===== src/rtl/apb_master_fsm.sv =====
// apb_master_fsm: single-request APB master with two-slave address decode and a wait-state timeout
module apb_master_fsm #(
  parameter int DATAWIDTH = 32,
  parameter int ADDRWIDTH = 8,
  parameter int SELBIT    = 7,
  parameter int TIMEOUT   = 16
) (
  input  logic                 PCLK,
  input  logic                 PRESET,
  input  logic                 transfer,
  input  logic                 wr,
  input  logic [ADDRWIDTH-1:0] addr,
  input  logic [DATAWIDTH-1:0] wdata,
  output logic                 ready,
  output logic                 done,
  output logic                 err,
  output logic [DATAWIDTH-1:0] rdata,
  output logic                 PSEL1,
  output logic                 PSEL2,
  output logic                 PENABLE,
  output logic                 PWRITE,
  output logic [ADDRWIDTH-1:0] PADDR,
  output logic [DATAWIDTH-1:0] PWDATA,
  input  logic                 PREADY,
  input  logic [DATAWIDTH-1:0] PRDATA
);
  localparam int CW = $clog2(TIMEOUT);
  localparam logic [1:0] IDLE = 2'd0, SETUP = 2'd1, ACCESS = 2'd2;
  logic [1:0] state_q, state_d;
  logic [CW-1:0] waitcnt_q, waitcnt_d;
  logic timeout_hit, fin, accept;
  assign timeout_hit = state_q == ACCESS && waitcnt_q == CW'(TIMEOUT - 1) && !PREADY;
  assign fin = state_q == ACCESS && (PREADY || timeout_hit);
  assign ready = !PRESET && (state_q == IDLE || fin);
  assign accept = transfer && ready;
  always_comb begin
    state_d = accept ? SETUP : state_q == SETUP ? ACCESS : fin ? IDLE : state_q;
    waitcnt_d = state_q == SETUP ? '0 : (state_q == ACCESS && !fin) ? waitcnt_q + 1'b1 : waitcnt_q;
  end
  // a back-to-back accept on the exit edge wins over deselecting the finished slave
  always_ff @(posedge PCLK or posedge PRESET) begin
    if (PRESET) begin
      state_q   <= IDLE;
      waitcnt_q <= '0;
      done      <= 1'b0;
      err       <= 1'b0;
      rdata     <= '0;
      PSEL1     <= 1'b0;
      PSEL2     <= 1'b0;
      PENABLE   <= 1'b0;
      PWRITE    <= 1'b0;
      PADDR     <= '0;
      PWDATA    <= '0;
    end else begin
      state_q   <= state_d;
      waitcnt_q <= waitcnt_d;
      done      <= fin;
      err       <= timeout_hit;
      rdata     <= timeout_hit ? '0 : (fin && !PWRITE) ? PRDATA : rdata;
      PSEL1     <= accept ? !addr[SELBIT] : fin ? 1'b0 : PSEL1;
      PSEL2     <= accept ? addr[SELBIT] : fin ? 1'b0 : PSEL2;
      PENABLE   <= state_d == ACCESS;
      PWRITE    <= accept ? wr : PWRITE;
      PADDR     <= accept ? addr : PADDR;
      PWDATA    <= (accept && wr) ? wdata : PWDATA;
    end
  end
endmodule


===== config.mk =====
export PLATFORM = sky130hd
export DESIGN_NAME = apb_master_fsm
export DESIGN_NICKNAME = d
export VERILOG_FILES = /design/src/rtl/apb_master_fsm.sv
export SDC_FILE = /design/constraint.sdc
export NUM_CORES = 1
export LEC_CHECK = 0
export ABC_AREA = 1
export BUFFER_PORTS_ARGS = -buffer_cell sky130_fd_sc_hd__clkbuf_2
export CAP_MARGIN = 20
export CORE_AREA = 2 2 89 91
export DETAILED_ROUTE_END_ITERATION = 8
export DIE_AREA = 0 0 91 93
export GPL_TIMING_DRIVEN = 1
export PLACE_DENSITY = 0.79
export SLEW_MARGIN = 5
export SYNTH_ARGS = -nofsm -noshare
export SYNTH_HDL_FRONTEND = slang
export SYNTH_SLANG_ARGS = --single-unit

===== constraint.sdc =====
create_clock -name PCLK -period 2.8 [get_ports PCLK]
set_clock_uncertainty 0.15 [all_clocks]
set_input_delay 0 -clock PCLK [delete_from_list [all_inputs] [get_ports PCLK]]
set_output_delay 0 -clock PCLK [all_outputs]
set_load 0.005 [all_outputs]

======== Yosys cells after proc, flatten, opt, wreduce, memory -nomap -nowiden ========
Index checks and enable logic that the tools add are counted.
word-level totals
  bits in registers ....................... 84
  input bits .............................. 77
  output and inout bits ................... 79
  word-level logic and storage cells ...... 45
cells by class
  $add $sub $neg .......................... 1
  equality and inequality tests ........... 4
  multiplexer cells ....................... 10
  reduce and logical (&&, ||, !) cells .... 19
operator list
  cell                                                                    number
  32-bit 2-to-1 mux                                                       2
  1-bit logical AND                                                       8
  4-bit 2-to-1 mux                                                        2
  2-bit 2-to-1 mux                                                        3
  2-bit nonzero test                                                      3
  1-bit zero test                                                         5
  4-bit by 1-bit adder with 4-bit output (second input constant)          1
  2-bit equality test (second input constant)                             2
  4-bit equality test (second input constant)                             1
  1-bit 2-to-1 mux                                                        3
  2-bit by 1-bit equality test with 1-bit output (second input constant)  1
  2-bit zero test                                                         1
  1-bit logical OR                                                        2

======== Logic depth before layout (Yosys ltp) ========
Gate-level depths: netlist of run 1.
  depth in word-level cells ............... 10
  depth in mapped cells ................... 9
  depth with buffers taken out ............ 9

======== Worst setup path before layout of run 1 ========
Ideal clock, no wire load.
  path type ............................... in2reg
  start ................................... input port PRESET
  end ..................................... register PWDATA[10]
  arrival time ............................ 2649 ps
  required time ........................... 2531 ps
  slack ................................... -118 ps
  stages on the path ...................... 5
  path through ............................ inv_1 > nand4_1 > buf_2 > nand2_1 > nand2_1
on the way
  word-level cells in the longest chain between the ends .. 4
RTL lines
  element                           line  source
  start: declaration                9     input logic PRESET,
  1-bit zero test (no source line)  --
  1-bit logical AND                 34    assign ready = !PRESET && (state_q == IDLE || fin);
  1-bit logical AND                 35    assign accept = transfer && ready;
  1-bit logical AND                 65    PWDATA <= (accept && wr) ? wdata : PWDATA;
  end signal: assignment            65
  end: declaration                  23    output logic [DATAWIDTH-1:0] PWDATA,
Every way passes these cells.
A chain may end at the register's enable or synchronous reset.

======== Worst setup path after layout of run 1 ========
  start ................................... register waitcnt_q[0]
  end ..................................... register PSEL1
on the way
  word-level cells in the longest chain between the ends .. 9
  elaborated cells on any way between the ends .. 10
  classes of those cells .................. eq/ne: 1; mux: 1; reduce/logical: 8
RTL lines
  element                                                 line  source
  start: declaration                                      30    logic [CW-1:0] waitcnt_q, waitcnt_d;
  start signal: assignment                                56    waitcnt_q <= waitcnt_d;
  4-bit equality test (*)                                 32    assign timeout_hit = state_q == ACCESS && waitcnt_q == CW'(TIMEOUT - 1) && !PREADY;
  1-bit logical AND (*) (2 in series)                     32
  1-bit logical OR (*)                                    33    assign fin = state_q == ACCESS && (PREADY || timeout_hit);
  1-bit logical AND (*)                                   33
  via fin                                                 31    logic timeout_hit, fin, accept;
  1-bit logical OR                                        34
  1-bit logical AND                                       34
  1-bit logical AND                                       35
  1-bit 2-to-1 mux or 2-bit nonzero test (tied branches)  --
  end signal: assignment                                  60    PSEL1 <= accept ? !addr[SELBIT] : fin ? 1'b0 : PSEL1;
  end: declaration                                        18    output logic PSEL1,
Mark *: on every way through the listed nets, which the timed path passes. The rest lies on a longest branch.

==> summary.md, run 1 <==
| Metric | Value |
|---|---|
| Die X | `between 90 and 100 um` |
| Arr. time, crit path | `2.67 ns` |
| Cell Rows | `32` |
| Largest net degree at the start of global routing | `85` |
| DP HPWL | `5840 um` |
| Share of cells above drive strength 1 | `0.296` |
| Power, Total | `0.00472 W` |
| Clk_lat worst skew | `0.34 ns` |
| Root buffer cell | `clkbuf_8` |
| Vias in the first global route | `approximately 3.4k` |
| Max VDD drop | `489 uV` |
| Unrepaired setup endpoints after global routing | `false` |
| Vias | `3572` |
| WL met2 | `4990 um` |
| Post-route clock period utilization | `0.909` |
| Flop2flop setup slack | `0.25 ns` |
| Final worst path period need | `2.55 ns` |
| Global-route wire length before repair | `16400 um` |
| # nets final | `roughly 700` |
| Register bit count reported by yosys | `between 80 and 90` |
| Worst-path clk slew | `0.09 ns` |
| Crit-path cells | `ha_1 -> nand3_2 -> a21oi_4 -> nor2_2 -> nor2_4 -> nand2_1 -> o21ai_0 -> dlygate4sd3_1` |
| Final Setup Violations | `0` |
| Vias per inst | `around 5` |
| Critical path class | `reg2reg` |
| Residual DRC | `0` |
| CTS tree | `built` |
| R2r startpoint | `waitcnt_q[0]` |
| WL/cell | `roughly 14 um` |
| R2R depth | `8` |
| Max Freq | `0.393 GHz` |
| Die Ht | `93 um` |
| Hold Fails Final Rpt | `0` |
| Cell Pwr Density | `885 mW/mm^2` |
| CP max stage cell | `dlygate4sd3_1` |
| Antenna violations before repair | `0` |
| Async SR Flop Fraction | `1.00` |
| Crit path max-delay family | `simple AND/OR/NAND/NOR gates` |
| GR Overflow Total | `0` |
| CP endpoint | `PSEL1` |
| Placed cell count | `614` |
| Die area | `0.00846 mm^2` |
| Top-count cell post-synth | `nand2_1` |
| Synth unique cells | `19` |
| CTS sink count | `84` |
| Placeable Area | `0.00753 mm^2` |
| Post-Syn Area | `between 0.003 and 0.004 mm^2` |
| Ys Warns | `0` |
| Synth Area per Inst | `9.19 um^2` |
| Met1 wire length | `4290 um` |
| Starting density of the core | `0.460` |
| IO buf count | `155` |
| Critical Path Max Stage Delay | `0.59 ns` |
| WP depth | `8` |
| Cell taking the most area after synthesis | `dfrtp_1` |
| Fin cells | `713` |
| Fin util | `0.709` |
| Initial DRC count | `159` |
| Worst Path Max Fanout | `11` |
| MaxCap Viol Count | `0` |
| Syn Nets | `455` |
| Placer Congestion | `0.722` |
| Register area share after synthesis | `0.607` |
| Slew Limit Fails | `0` |
| Worst setup path startpoint | `waitcnt_q[0]` |
| Deepest clock path buffer count | `2` |
| Setup TNS | `0 ns` |
| Final Cell Area | `0.00534 mm^2` |
| Diodes inserted | `0` |
| Slew headroom | `0.324` |
| Hold Path Class | `in2reg` |
| Number of buffers created by CTS | `9` |
| H-tree depth | `3` |
| Worst r2r dst | `PSEL1` |
| Routed met3 length | `880 um` |
| Synth area leaders | `dfrtp_1 (61%), nand2_1 (10%), nand3_1 (6.4%)` |
| Top layer used by detailed routing | `met4` |
| Static leakage | `between 2 and 3 nW` |
| Tightest Pin Transition | `between 1 and 1.5 ns` |
| CP Capture Type | `flip-flop` |
| Post-synth EDFFs | `0` |
| Worst path buffer plus inverter count | `1` |
| Pre-Repair DR Iteration Count | `4` |
| Final wirelength | `10300 um` |
| Cells after Synth | `377` |
| P&R area growth vs syn | `54.0%` |
| I/O pin cnt | `156` |
| Worst EP required | `approximately 2.9 ns` |
| Outcome | `completed` |
| Remaining antenna violation count | `0` |
| Prevailing post-synth register cell | `dfrtp_1` |
| CP Launch Type | `flip-flop` |
| Total track usage | `0.243` |
| Most instantiated cells after synthesis | `nand2_1 (95), dfrtp_1 (84), nand3_1 (44)` |
| Area after DPL | `0.00429 mm^2` |
| Area share of the largest cell type after synthesis | `0.607` |
==> power breakdown <==
group	leakage, nW	internal (W)	switching [W]
clock network	0.0959	0.000463	0.000412
registers	1.06	0.00178	0.000351
logic	1.79	0.000797	0.000917
total	2.94	0.00304	0.00168
==> placed cells by master, fill, tap and decap left out, types with 2 or more instances in the layout <==
cell type        n
o21ai_1          4
nand4_1         33
o311ai_0         2
nand3_1         44
inv_1           42
o21ai_0         32
nand2_1         95
clkinvlp_4       3
buf_4            6
dlygate4sd3_1   82
clkbuf_2       155
nor2_1           7
clkbuf_1         2
dfrtp_1         84
clkbuf_8        11
==> metal layers <==
layer  up-vias  track usage
met5         -            0
met4         0       0.0745
met3        12       0.0637
met2       187        0.397
met1      1676        0.319
li1       1697            -
==> worst min-delay path by stage <==
stage	start	to	slack (ns)	cells past startpoint
after floorplan	addr[7]	PSEL1	-0.04	1
after global placement	addr[7]	PSEL1	0.08	2
after detailed placement	addr[7]	PSEL1	0.08	2
after CTS	wr	PWDATA[24]	0.01	4
after global routing	wr	PWDATA[25]	0.03	4
final	wr	PWDATA[28]	0.03	4
==> repair_timing <==
action,4_1_cts,5_1_grt
endpoints found under the setup margin,0,0
endpoints found under the hold margin,149,0
resized for setup,0,0
buffers inserted,0,0
hold buffers,82,0
==> state kept, by name, indices dropped and copies added (netlist names) <==
signal and cells:
PADDR 8, PENABLE 1, PSEL1 1, PSEL2 1
PWDATA 32, PWRITE 1, done 1, err 1
rdata 32, state_q 2, waitcnt_q 4
==> cells by family (layout without fill, tap and decap cells) <==
kind of cell / count (synthesis) / in the layout / synth area share
AND/OR/NAND/NOR: 182 / 182 / 0.242
AO/OA/AOI/OAI: 41 / 41 / 0.0650
adder cells (fa/ha/maj): 1 / 1 / 0.00361
buffers and inverters: 69 / 303 / 0.0827
flip-flops: 84 / 84 / 0.607
==> metrics by stage <==
| step | worst slack [ns] | hold WS, ns |
|---|---|---|
| after floorplan | 0.547 | -0.0427 |
| after global placement | 0.674 | 0.0786 |
| after detailed placement | 0.595 | 0.0819 |
| after CTS | 0.349 | 0.0125 |
| after global routing | 0.0600 | 0.0344 |
| final | 0.254 | 0.0344 |
==> worst reg2reg max path: stages, from the launching register on <==
cell           delay [ns]
dfrtp_1              0.39
ha_1                 0.21
nand3_2              0.13
a21oi_4              0.19
nor2_2               0.07
nor2_4               0.19
nand2_1              0.29
o21ai_0              0.27
dlygate4sd3_1        0.59
==> layout make-up <==
type | count | area, um^2
repair buffers | 244 | 1660
clock buffers | 13 | 159
well taps | 102 | 128
clock inverters | 3 | 45.0
multi-input cells | 224 | 1070
fillers | 539 | 2190
flip-flops and latches | 84 | 2100
inverters | 43 | 165
No activity file was read; power rests on OpenSTA's default activity.
==> run 2, diff against run 1 <==
ABC_AREA = not set   (was 1)
PLACE_DENSITY = 0.78   (was 0.79)
==> run 2 against run 1 <==
Compared with the run above: synthesized cell count down 42%; setup slack better by 0.36 ns; final area down 3.0%; maximum frequency up 16%; count of clock-buffer cells in the layout down 4; cell count down 22%; die area unchanged; wire length down 7.2%; sequential power down 4%; critical path type unchanged.
==> summary.md, run 2 <==
| Metric | Value |
|---|---|
| Die X | `91 um (unchanged)` |
| Synth Area in Compound Gates | `0.135 (+0.0702)` |
| Final Setup Violations | `0 (unchanged)` |
| Pre-Repair DR Iteration Count | `4 (unchanged)` |
| Largest family of logic cells by synthesized area | `multiplexers` |
| Simple-Gate Fraction of Synth Area | `0.0336 (-0.208)` |
| Fill cells | `506 (-6.1%)` |
| I/O pin cnt | `156 (unchanged)` |
| WL/cell | `17.1 um (+19%)` |
| Cell Pwr Density | `856 mW/mm^2 (-3.2%)` |
| Ys Warns | `0 (unchanged)` |
| Final worst path period need | `2.19 ns (-0.355 ns)` |
| Hold Fails Final Rpt | `0 (unchanged)` |
| CP Launch Type | `flip-flop` |
| Most common cell after layout, fill and taps aside | `clkbuf_2` |
| Worst Path Max Fanout | `32 (+21)` |
| Synth Area in XOR/XNOR | `0 (unchanged)` |
| Top-count cell post-synth | `dfrtp_1` |
| Met1 wire length | `4000 um (-6.8%)` |
| Die Ht | `93 um (unchanged)` |
| Top layer used by detailed routing | `met4` |
| MaxCap Viol Count | `0 (unchanged)` |
| Final wirelength | `9540 um (-7.2%)` |
| CP endpoint | `PWDATA[30]` |
| Cell taking the most area after synthesis | `dfrtp_1` |
| H-tree depth | `3 (unchanged)` |
| GR Overflow Total | `0 (unchanged)` |
| CP max stage cell | `o2111a_4` |
| Initial DRC count | `115 (-28%)` |
| Vias in the first global route | `2828 (-16%)` |
| Slew Limit Fails | `0 (unchanged)` |
| Placeable Area | `0.00753 mm^2 (unchanged)` |
| Comb power frac | `0.343 (-0.020)` |
| Max VDD drop | `385 uV (-21%)` |
| Diodes inserted | `0 (unchanged)` |
| Post-Syn Area | `0.00339 mm^2 (-2.2%)` |
| R2r startpoint | `waitcnt_q[0]` |
| Reg power frac | `0.461 (+0.009)` |
| # nets final | `528 (-23%)` |
| Slew headroom | `0.612 (+0.288)` |
| Largest net degree at the start of global routing | `35 (-59%)` |
| Remaining antenna violation count | `0 (unchanged)` |
| Outcome | `completed` |
| Arr. time, crit path | `2.28 ns (-0.39 ns)` |
| Worst setup path startpoint | `waitcnt_q[0]` |
| Max Freq | `0.456 GHz (+16%)` |
| Static leakage | `2.65 nW (-9.9%)` |
| Synth area leaders | `dfrtp_1 (62%), mux2_4 (13%), a22o_1 (8.5%)` |
| Post-synth EDFFs | `0 (unchanged)` |
| Hold Path Class | `in2async` |
| DP HPWL | `5500 um (-5.7%)` |
| Placer Congestion | `0.779 (+7.9%)` |
| CTS Hold Buffers Added | `75 (-8.5%)` |
| Crit-path cells | `ha_1 -> a31o_4 -> o2111a_4 -> mux2_2` |
| Die area | `0.00846 mm^2 (unchanged)` |
| Global-route wire length before repair | `14900 um (-8.9%)` |
| Deepest clock path buffer count | `2 (unchanged)` |
| P&R area growth vs syn | `52.7%` |
| Post-CTS Setup Inserts | `0 (unchanged)` |
| Starting density of the core | `0.450 (-0.0101)` |
| Async SR Flop Fraction | `1.00 (unchanged)` |
| Synth unique cells | `34 (+15)` |
| Power, Total | `0.00443 W (-6.2%)` |
| Worst path buffer plus inverter count | `0 (-1)` |
| Total track usage | `0.228 (-0.0150)` |
| Most frequent cells in the layout | `clkbuf_2 (155), dfrtp_1 (84), dlygate4sd3_1 (75)` |
| Clock power frac | `0.196 (+0.011)` |
| Switching pwr | `0.00141 W (-16%)` |
| Clk_lat worst skew | `0.34 ns (about the same)` |
| Register bit count reported by yosys | `84 (unchanged)` |
| Residual DRC | `0 (unchanged)` |
| CTS sink count | `84 (unchanged)` |
| Worst EP required | `2.88 ns (-0.05 ns)` |
| Sw frac | `0.318 (-0.0374)` |
| Setup TNS | `0 ns (unchanged)` |
| Number of buffers created by CTS | `9 (unchanged)` |
| Synth Area in Adders | `0.00369 (+0.0000814)` |
| Internal cell power | `0.00302 W (-0.72%)` |
| CP Capture Type | `flip-flop` |
| Syn Nets | `295 (-35%)` |
| WP depth | `4 (-4)` |
| Antenna violations before repair | `0 (unchanged)` |
| Largest registers | `PWDATA x32, rdata x32, PADDR x8` |
| Cells after Synth | `217 (-42%)` |
| Worst-path clk slew | `0.09 ns (about the same)` |
| Post_cts resized | `0 (unchanged)` |
| Vias | `2767 (-23%)` |
| Unrepaired setup endpoints after global routing | `false` |
| Cell Rows | `32 (unchanged)` |
| Tightest Pin Transition | `0.582 ns (-0.429 ns)` |
| Prevailing post-synth register cell | `dfrtp_1` |
| Worst r2r dst | `PWDATA[30]` |
| Most instantiated cells after synthesis | `dfrtp_1 (84), a22o_1 (33), mux2_4 (30)` |
| Mux share of post-synthesis cell area | `0.170 (+0.170)` |
| Post-route clock period utilization | `0.783 (-0.127)` |
| Crit path max-delay family | `compound AO/OA/AOI/OAI gates` |
| Vias per inst | `4.97 (-0.84%)` |
| Root buffer cell | `clkbuf_8` |
| Critical Path Max Stage Delay | `0.59 ns (about the same)` |
| WL met2 | `4810 um (-3.7%)` |
| R2R depth | `4 (-4)` |
| Routed met3 length | `572 um (-35%)` |
| Critical path class | `reg2reg` |
| Synth Area per Inst | `15.6 um^2 (+70%)` |
| Register area share after synthesis | `0.621 (+0.0137)` |
| IO buf count | `155 (unchanged)` |
| Share of cells above drive strength 1 | `0.486 (+0.189)` |
| Flop2flop setup slack | `0.61 ns (+0.36 ns)` |
| Area share of the largest cell type after synthesis | `0.621 (+0.0137)` |
| CTS tree | `built` |
[run 2: cells by family after synthesis]
group,Yosys count
buffers and inverters,18
DFF,84
AOI/OAI and AO/OA,55
muxes,41
adders and majority gates,1
and+or+nand+nor,18
[run 2: power by group through the flow]
stage | logic, W | registers, W | clock network [W]
2_1_floorplan | 0.000732 | 0.00201 | 0
3_3_place_gp | 0.00135 | 0.00201 | 0
3_5_place_dp | 0.00141 | 0.00203 | 0
4_1_cts | 0.00150 | 0.00201 | 0.000890
5_1_grt | 0.00164 | 0.00209 | 0.000945
6_report | 0.00152 | 0.00204 | 0.000869
[run 2: final cells by class]
cell class              count  area [um^2]  area share
clock inverters             7         73.8      0.0143
inverters                   6         23.8     0.00460
multi-input cells         115         1160       0.225
repair buffers            234         1560       0.301
well taps                 102          128      0.0247
clock buffers               9          124      0.0239
flip-flops and latches     84         2100       0.406
[run 2: worst register-to-register path, delay by kind of cell, from the launching register on]
family                   cells  cell delay (ns)
AO/OA/AOI/OAI                2             0.81
multiplexers                 1             0.43
adder cells (fa/ha/maj)      1             0.28
flip-flops                   1             0.41
[run 2: routing by layer]
layer  vias to the layer above  track usage
li1                       1270            -
met1                      1361        0.277
met2                       120        0.400
met3                        16       0.0516
met4                         0       0.0795
met5                         -            0
[run 2: how the worst min path moves through the flow]
stage          startpoint            to  slack (ns)  cells after the start
2_1_floorplan      PRESET         ready       -0.12                      1
3_3_place_gp       PRESET    state_q[1]       -0.07                      2
3_5_place_dp       PRESET    state_q[1]       -0.08                      2
4_1_cts            PRESET    PWDATA[13]         0.1                      3
5_1_grt            PRESET  waitcnt_q[3]        0.16                      3
6_report           PRESET     PWDATA[2]         0.1                      3
[run 2: stage by stage]
stage               setup WS, ns  instances  utilization  cell area, um^2  hold slack, ns
CTS                        0.630        557        0.687             5170          0.0971
floorplan                  0.485        217            -             3390          -0.119
detailed placement         0.633        466        0.561             4220         -0.0790
global route               0.542        557        0.687             5170           0.157
finish                     0.609        557        0.687             5170          0.0969
global placement           0.721        466        0.561             4220         -0.0726
==> run 3, diff against run 2 <==
clock period = 2.1 ns   (was 2.8 ns; I/O delays follow)
==> run 3 against run 2 <==
Compared with the run above: cell count grew 0.72%; wire length shrank 0.23%; critical path depth unchanged; sequential share of layout area fell by 0.61 points; maximum frequency is 7.3% higher; die area unchanged; total power rose by 35%; global-route usage shrank 0.085 points; clock power grew 39%; critical path type unchanged.
==> summary.md, run 3 (synthesized netlist as in run 2, its figures left out) <==
| Metric | Value |
|---|---|
| Hold Path Class | `in2async` |
| Residual DRC | `0 (unchanged)` |
| Tightest Pin Transition | `0.574 ns (-0.00800 ns)` |
| WL/cell | `17.0 um (-0.94%)` |
| Max VDD drop | `610 uV (+58%)` |
| Worst EP required | `2.17 ns (-0.71 ns)` |
| Number of buffers created by CTS | `9 (unchanged)` |
| Vias in the first global route | `2900 (+2.5%)` |
| Final Cell Area | `0.00525 mm^2 (+1.5%)` |
| IO buf count | `155 (unchanged)` |
| Arr. time, crit path | `2.12 ns (-0.16 ns)` |
| Placer Congestion | `0.777 (-0.27%)` |
| Most common cell after layout, fill and taps aside | `clkbuf_2` |
| Placeable Area | `0.00753 mm^2 (unchanged)` |
| MaxCap Viol Count | `0 (unchanged)` |
| Vias | `2845 (+2.8%)` |
| Largest registers | `PWDATA x32, rdata x32, PADDR x8` |
| Max Freq | `0.490 GHz (+7.3%)` |
| Worst-path clk slew | `0.08 ns (about the same)` |
| Remaining antenna violation count | `0 (unchanged)` |
| I/O pin cnt | `156 (unchanged)` |
| Cell Rows | `32 (unchanged)` |
| Slew headroom | `0.617 (+0.00534)` |
| P&R area growth vs syn | `55.0%` |
| CTS sink count | `84 (unchanged)` |
| Slew Limit Fails | `0 (unchanged)` |
| Die X | `91 um (unchanged)` |
| Outcome | `completed` |
| Total track usage | `0.227 (-0.000850)` |
| H-tree depth | `3 (unchanged)` |
| Final Setup Violations | `0 (unchanged)` |
| Hold Fails Final Rpt | `0 (unchanged)` |
| Critical path class | `reg2reg` |
| Post-CTS Setup Inserts | `0 (unchanged)` |
| CTS tree | `built` |
| Final wirelength | `9520 um (-0.23%)` |
| Deepest clock path buffer count | `2 (unchanged)` |
| Global-route wire length before repair | `15100 um (+0.88%)` |
| Most frequent cells in the layout | `clkbuf_2 (155), dfrtp_1 (84), dlygate4sd3_1 (75)` |
| DP HPWL | `5230 um (-5.0%)` |
| Die Ht | `93 um (unchanged)` |
| Static leakage | `2.68 nW (+0.97%)` |
| Antenna violations before repair | `0 (unchanged)` |
| Largest net degree at the start of global routing | `85 (+140%)` |
| Starting density of the core | `0.450 (unchanged)` |
| # nets final | `533 (+0.95%)` |
| Diodes inserted | `0 (unchanged)` |
| CP Launch Type | `flip-flop` |
| GR Overflow Total | `0 (unchanged)` |
| Post_cts resized | `0 (unchanged)` |
| CP Capture Type | `flip-flop` |
| Worst Path Max Fanout | `16 (-50%)` |
| Final worst path period need | `2.04 ns (-0.150 ns)` |
| Post-route clock period utilization | `0.972 (+0.190)` |
| Unrepaired setup endpoints after global routing | `false` |
| Area after DPL | `0.00428 mm^2 (+1.4%)` |
| Pre-Repair DR Iteration Count | `4 (unchanged)` |
| Vias per inst | `5.07 (+2.1%)` |
| Setup TNS | `0 ns (unchanged)` |
| Cell Pwr Density | `1140 mW/mm^2 (+33%)` |
| Share of cells above drive strength 1 | `0.486 (about the same)` |
| Clk_lat worst skew | `0.34 ns (about the same)` |
| Initial DRC count | `175 (+52%)` |
| Root buffer cell | `clkbuf_8` |
| Die area | `0.00846 mm^2 (unchanged)` |
## run 3: cell count changes in the layout (fill, tap and decap cells not counted)
cell        change
buf_4           +2
clkinv_2        -3
bufinv_16       +1
o2111a_2        +1
inv_6           -2
buf_12          +2
clkbuf_1        +2
clkinv_4        -1
clkinvlp_4      +2
## run 3: repair_timing
action | in CTS | in global routing
endpoints found under the setup margin | 0 | 29
hold endpoints to repair | 161 | 0
hold buffers | 75 | 0
## run 3: power by group
part	internal, W	total (W)	switching, W
sequential	0.00226	0.00269	0.000430
combinational	0.00124	0.00207	0.000826
clock	0.000665	0.00121	0.000544
total	0.00417	0.00597	0.00180
## run 3: final cells by class
| type | instances | area [um^2] |
|---|---|---|
| Fill cell | 523 | 2280 |
| Timing Repair Buffer | 238 | 1610 |
| Clock inverter | 4 | 75.1 |
| Tap cell | 102 | 128 |
| Inverter | 6 | 26.3 |
| Clock buffer | 11 | 131 |
| Multi-Input combinational cell | 116 | 1180 |
| Sequential cell | 84 | 2100 |
## run 3: worst paths after layout
path / startpoint / end / slack [ns] / depth (start not counted)
max in group asynchronous: PRESET / PWDATA[4] / 1.25 / 4
setup reg to reg: waitcnt_q[0] / PWDATA[5] / 0.06 / 4
hold / removal: PRESET / state_q[1] / 0.16 / 4
min in group PCLK: transfer / PSEL1 / 0.22 / 4
setup / recovery: waitcnt_q[0] / PWDATA[5] / 0.06 / 4
hold reg to reg: rdata[12] / rdata[12] / 0.35 / 1
## run 3: critical path, cell delays in order, from the launching register on
cell	delay, ns
dfrtp_1	0.41
ha_1	0.25
a31o_4	0.28
o2111a_2	0.46
mux2_4	0.37
## run 3: layer usage
| layer | vias to the layer above | wire length (um) | share of wire | track usage |
|---|---|---|---|---|
| li1 | 1281 | - | - | - |
| met1 | 1418 | 3680 | 0.39 | 0.256 |
| met2 | 132 | 4890 | 0.51 | 0.401 |
| met3 | 14 | 758 | 0.080 | 0.0806 |
| met4 | 0 | 181 | 0.019 | 0.0732 |
| met5 | - | 0 | 0 | 0 |
## run 3: through the flow
stage | setup slack (ns) | power, W | std cells | hold WS (ns) | utilization
3_5_place_dp | 0.0394 | 0.00460 | 470 | 0.0280 | 0.569
5_1_grt | 0.0138 | 0.00632 | 561 | 0.238 | 0.698
4_1_cts | 0.0280 | 0.00595 | 560 | 0.171 | 0.696
2_1_floorplan | 0.155 | 0.00365 | 217 | -0.119 | -
3_3_place_gp | 0.107 | 0.00451 | 470 | 0.0146 | 0.569
6_report | 0.0583 | 0.00597 | 561 | 0.158 | 0.698
